<file path="config.mk">
export PLATFORM = sky130hd
export DESIGN_NAME = fe_instr_buffer
export DESIGN_NICKNAME = d
export VERILOG_FILES = /design/src/rtl/fe_instr_buffer.sv
export SDC_FILE = /design/constraint.sdc
export NUM_CORES = 1
export LEC_CHECK = 0
export ABC_AREA = 1
export CAP_MARGIN = 20
export CORE_UTILIZATION = 45
export DETAILED_ROUTE_END_ITERATION = 10
export SYNTH_ARGS = -nofsm -noshare
export SYNTH_HDL_FRONTEND = slang
export SYNTH_SLANG_ARGS = --single-unit
</file>
<file path="constraint.sdc">
create_clock -name s_clk_i -period 3.4 [get_ports s_clk_i]
set_input_delay 0.34 -clock s_clk_i [delete_from_list [all_inputs] [get_ports s_clk_i]]
set_output_delay 0.34 -clock s_clk_i [all_outputs]
set_load 0.05 [all_outputs]
</file>
<file path="src/rtl/fe_instr_buffer.sv">
// FE->ID transmitter: buffers instruction-memory responses in a small FIFO and
// drives the registered FEID payload, discarding responses orphaned by a flush.
module fe_instr_buffer #(
  parameter int DEPTH = 4,
  parameter int CW    = $clog2(DEPTH) + 1
) (
  input  logic        s_clk_i,
  input  logic        s_resetn_i,
  input  logic        s_flush_i,
  input  logic        s_stall_i,
  input  logic        s_req_issue_i,
  output logic        s_req_allow_o,
  input  logic        s_resp_valid_i,
  input  logic [31:0] s_resp_data_i,
  input  logic [1:0]  s_resp_err_i,
  input  logic [1:0]  s_resp_pred_i,
  input  logic        s_resp_hoff_i,
  output logic [4:0]  s_feid_info_o,
  output logic [31:0] s_feid_instr_o,
  output logic [1:0]  s_feid_pred_o,
  output logic        s_ovf_o
);
  localparam int AW = $clog2(DEPTH);

  typedef struct packed {
    logic [31:0] data;
    logic [1:0]  err;
    logic [1:0]  pred;
    logic        hoff;
    logic        first;
  } entry_t;

  entry_t          mem [DEPTH];
  logic [AW-1:0]   rd_ptr, wr_ptr;
  logic [CW-1:0]   occ, outst, discard;
  logic            first_q;

  entry_t          resp_e, head_e;
  logic            accept, fifo_empty, fifo_full, pop, push_req, push, ovf_set;
  logic            disc_dec, outst_dec;
  logic [CW-1:0]   flush_disc;
  logic [CW+1:0]   allow_sum;

  always_comb begin
    resp_e     = '{data: s_resp_data_i, err: s_resp_err_i, pred: s_resp_pred_i,
                   hoff: s_resp_hoff_i, first: first_q};
    head_e     = mem[rd_ptr];
    accept     = s_resp_valid_i & (discard == '0) & ~s_flush_i;
    fifo_empty = (occ == '0);
    fifo_full  = (occ == CW'(DEPTH));
    pop        = ~s_flush_i & ~s_stall_i & ~fifo_empty;
    // Bypass only when nothing is queued ahead and ID can take it now.
    push_req   = accept & (s_stall_i | ~fifo_empty);
    push       = push_req & (~fifo_full | pop);
    ovf_set    = (push_req & fifo_full & ~pop) |
                 (s_resp_valid_i & (outst == '0) & (discard == '0));
    // Responses owed to the old stream drain discard before touching outstanding.
    disc_dec   = s_resp_valid_i & (discard != '0);
    outst_dec  = s_resp_valid_i & (discard == '0) & (outst != '0);
    flush_disc = outst + discard;
    if (s_resp_valid_i && flush_disc != '0) flush_disc = flush_disc - CW'(1);
    allow_sum     = (CW+2)'(occ) + (CW+2)'(outst) + (CW+2)'(discard);
    s_req_allow_o = (allow_sum < (CW+2)'(DEPTH));
  end

  always_ff @(posedge s_clk_i) begin
    if (push && !s_flush_i) mem[wr_ptr] <= resp_e;
  end

  always_ff @(posedge s_clk_i) begin
    if (!s_resetn_i) begin
      rd_ptr         <= '0;
      wr_ptr         <= '0;
      occ            <= '0;
      outst          <= '0;
      discard        <= '0;
      first_q        <= 1'b1;
      s_feid_info_o  <= '0;
      s_feid_instr_o <= '0;
      s_feid_pred_o  <= '0;
      s_ovf_o        <= 1'b0;
    end else begin
      s_ovf_o <= s_ovf_o | ovf_set;
      if (s_flush_i) begin
        rd_ptr        <= '0;
        wr_ptr        <= '0;
        occ           <= '0;
        discard       <= flush_disc;
        outst         <= CW'(s_req_issue_i);
        first_q       <= 1'b1;
        s_feid_info_o <= '0;
      end else begin
        if (push) wr_ptr <= wr_ptr + AW'(1);
        if (pop)  rd_ptr <= rd_ptr + AW'(1);
        occ     <= occ + CW'(push) - CW'(pop);
        discard <= discard - CW'(disc_dec);
        outst   <= outst + CW'(s_req_issue_i) - CW'(outst_dec);
        if (accept) first_q <= 1'b0;
        if (!s_stall_i) begin
          if (pop) begin
            s_feid_info_o  <= {head_e.first, head_e.hoff, head_e.err, 1'b1};
            s_feid_instr_o <= head_e.data;
            s_feid_pred_o  <= head_e.pred;
          end else if (accept) begin
            s_feid_info_o  <= {resp_e.first, resp_e.hoff, resp_e.err, 1'b1};
            s_feid_instr_o <= resp_e.data;
            s_feid_pred_o  <= resp_e.pred;
          end else begin
            s_feid_info_o  <= '0;
          end
        end
      end
    end
  end
endmodule

</file>
==> flow_metrics.py <==
metrics = {
    "run_status": {
        "status": "finished clean",
    },
    "synth": {
        "yosysUniqueCellTypes": 30,
        "syn_area_per_cell_sq_um": 9.50,
        "synth_area_leaders": "edfxtp_1 50%, nand2_1 13%, dfxtp_1 12%",
        "syn_inst": 961,
        "synthFlopType": "edfxtp_1",
        "ys_warn_count": 0,
        "synth_nets": 1024,
        "synth_seq_cells": 208,
        "async_flop_share": 0,
        "netlist.area_leader.share": 0.500,
        "syn_area_sq_mm": 0.00913,
        "synth_edf_count": 152,
        "synth.most_common_cell": "nand2_1",
        "synth_largest_area_cell": "edfxtp_1",
        "yosysSeqAreaShare": 0.623,
        "synth_common_cells": "319 x nand2_1, 152 x edfxtp_1, 135 x nor2_1, 86 x nand3_1, 63 x inv_1",
    },
    "routing": {
        "wl_per_cell_um": 15.1,
        "route.vias.total": 6435,
        "drc": 0,
        "drt-pass1-iter-count": 4,
        "ant_nets": 0,
        "totalWireLength_um": 20000,
        "drtIter0Drc": 335,
        "avgViaCountPerCell": 4.88,
    },
    "worst_hold_path": {
        "hold_depth": 4,
        "min_path_type": "input port to flop",
        "min_from": "s_resetn_i",
    },
    "placed_design": {
        "gp_congestion": 0.813,
        "numPortBuffers": 83,
        "hpwlAfterDp_um": 11400,
        "dp_slack_ns": 0.427,
        "placed_area_sq_mm": 0.0102,
    },
    "grt": {
        "grt.overflow.total": 0,
        "use_met2": 0.343,
        "antenna_found_initial": 0,
        "grt_pass1_wl_um": 32500,
        "grt_pass1_vias": 6233,
        "grt_use_total": 0.202,
        "grt_start_max_net_pins": 77,
        "grt_use_met1": 0.268,
        "grt_use_met3": 0.0348,
        "busiest_layer": "met2",
    },
    "die": {
        "die_w_um": 144,
        "die_area_sq_mm": 0.0209,
        "row_count": 51,
        "top_level_ports": 84,
        "die_h_um": 144,
        "start_util": 0.465,
        "core_area_sq_mm": 0.0197,
    },
    "worst_setup_path": {
        "startpoint": "occ[2]$_SDFF_PP0_",
        "critPathLaunchType": "flop",
        "required_ns": 3.06,
        "critical_path_peak_fanout": 4,
        "r2r-start": "discard[2]$_SDFF_PN0_",
        "path_class": "flop to primary output",
        "reg2reg_depth": 10,
        "endpoint_kind": "primary output",
        "cp_data_arrival_time_ns": 2.78,
    },
    "clock_tree": {
        "clk_latency_ns": 0.51,
        "clk_pin_slew_ns": 0.06,
        "root_buffer": "clkbuf_16",
        "cts_tree": "yes",
        "postCtsSetupRepairBufs": 0,
        "clockBufferDepth": 3,
        "cts_buffers": 23,
        "postCtsHoldBufs": 0,
        "post_cts_resized": 1,
        "clock-sinks": 208,
        "cts.htree.levels": 1,
    },
    "timing": {
        "maxSlewHeadroom": 0.391,
        "min_period_ns": 3.12,
        "setup_viol": 0,
        "tightest_slew_ns": 0.913,
        "min_period_over_period": 0.917,
        "setup_ws_ns": 0.281,
        "report.final.slew_viol_count": 0,
        "skew_ns": 0.0121,
        "fin_tns_setup_ns": 0,
        "rsz0062_at_grt": "false",
        "finalHoldViolations": 0,
        "fmax_ghz": 0.321,
    },
    "finish": {
        "fillers": 1797,
        "nets": 1101,
        "layout-drive-gt1-share": 0.0787,
        "area_delta_synth_final_pct": 19.8,
        "antennaDiodeCount": 0,
        "design_area_sq_mm": 0.0109,
    },
    "power": {
        "powerDensity_mw_per_mm2": 593,
        "irDropWorstVdd_v": 0.000389,
        "p_leak_nw": 4.34,
    },
    "flow_run": {
        "drv_cap": 0,
    },
}
-- registers in the layout, summed over array words and instances, names as in the netlist, named ones only --
| name | flops |
|---|---|
| mem | 152 |
| s_feid_instr_o | 32 |
| s_feid_info_o | 5 |
| discard | 3 |
| occ | 3 |
| outst | 3 |
| rd_ptr | 2 |
| s_feid_pred_o | 2 |
| wr_ptr | 2 |
| first_q | 1 |
| s_ovf_o | 1 |
-- worst max-delay path: stages (launching register included) --
cell and delay (ns):
dfxtp_1 0.37, fa_1 0.59, inv_1 0.07, fa_1 0.53, o21ai_0 0.08, a21oi_1 0.12, dlygate4sd2_1 0.54
-- cell type report --
type / count / area, sq um / area share
Clock buffer: 29 / 648 / 0.0592
Timing Repair Buffer: 99 / 957 / 0.0875
Multi-Input combinational cell: 635 / 2930 / 0.267
Tap cell: 265 / 332 / 0.0303
Clock inverter: 13 / 123 / 0.0112
Sequential cell: 208 / 5690 / 0.520
Inverter: 71 / 269 / 0.0246
-- metrics by stage --
step	cells	util	power (W)	hold WS, ns
CTS	1320	0.557	0.00656	0.398
global placement	1278	0.518	0.00406	0.444
finish	1320	0.557	0.00648	0.393
floorplan	961	-	0.00372	0.436
global route	1320	0.557	0.00680	0.438
detailed placement	1278	0.518	0.00407	0.448
-- routing by layer --
metal / wire length (um) / part of all wire
met4: 290 / 0.015
met5: 0 / 0
met2: 9370 / 0.47
met3: 1020 / 0.051
met1: 9300 / 0.47
-- cell usage in the layout (no fill, tap or decap), drive strengths merged --
| cell type | instances |
|---|---|
| a21boi | 1 |
| a21o | 1 |
| a21oi | 42 |
| buf | 17 |
| bufinv | 2 |
| clkbuf | 29 |
| clkdlybuf4s50 | 81 |
| clkinv | 9 |
| clkinvlp | 1 |
| dfxtp | 56 |
| dlygate4sd2 | 1 |
| edfxtp | 152 |
| fa | 6 |
| ha | 14 |
| inv | 72 |
| nand2 | 324 |
| nand3 | 87 |
| nand4 | 2 |
| nor2 | 139 |
| nor3 | 1 |
| o21ai | 10 |
| or2 | 1 |
| xnor2 | 4 |
| xor2 | 3 |
-- cells by family (layout without fill, tap and decap cells) --
| family | count (synthesis) | count (layout) | share of synthesized area |
|---|---|---|---|
| adder cells (fa/ha/maj) | 20 | 20 | 0.0323 |
| AO/OA/AOI/OAI | 54 | 54 | 0.0310 |
| buffers and inverters | 118 | 212 | 0.0610 |
| flip-flops | 208 | 208 | 0.623 |
| AND/OR/NAND/NOR | 554 | 554 | 0.246 |
| XOR/XNOR | 7 | 7 | 0.00671 |
-- report_power, final --
| group | internal (W) | leakage [nW] | total [W] | switching (W) |
|---|---|---|---|---|
| sequential | 0.00285 | 1.82 | 0.00291 | 0.0000639 |
| clock | 0.00150 | 0.384 | 0.00248 | 0.000978 |
| combinational | 0.000365 | 2.13 | 0.00109 | 0.000728 |
-- path summary, 6_finish.rpt --
check | to | slack (ns)
max | s_req_allow_o | 0.28
min | s_feid_instr_o[29]$_SDFFE_PN0P_ | 0.39
max reg2reg | occ[2]$_SDFF_PP0_ | 0.89
min reg2reg | flop | 0.46
(Power assumes the default switching activity.)
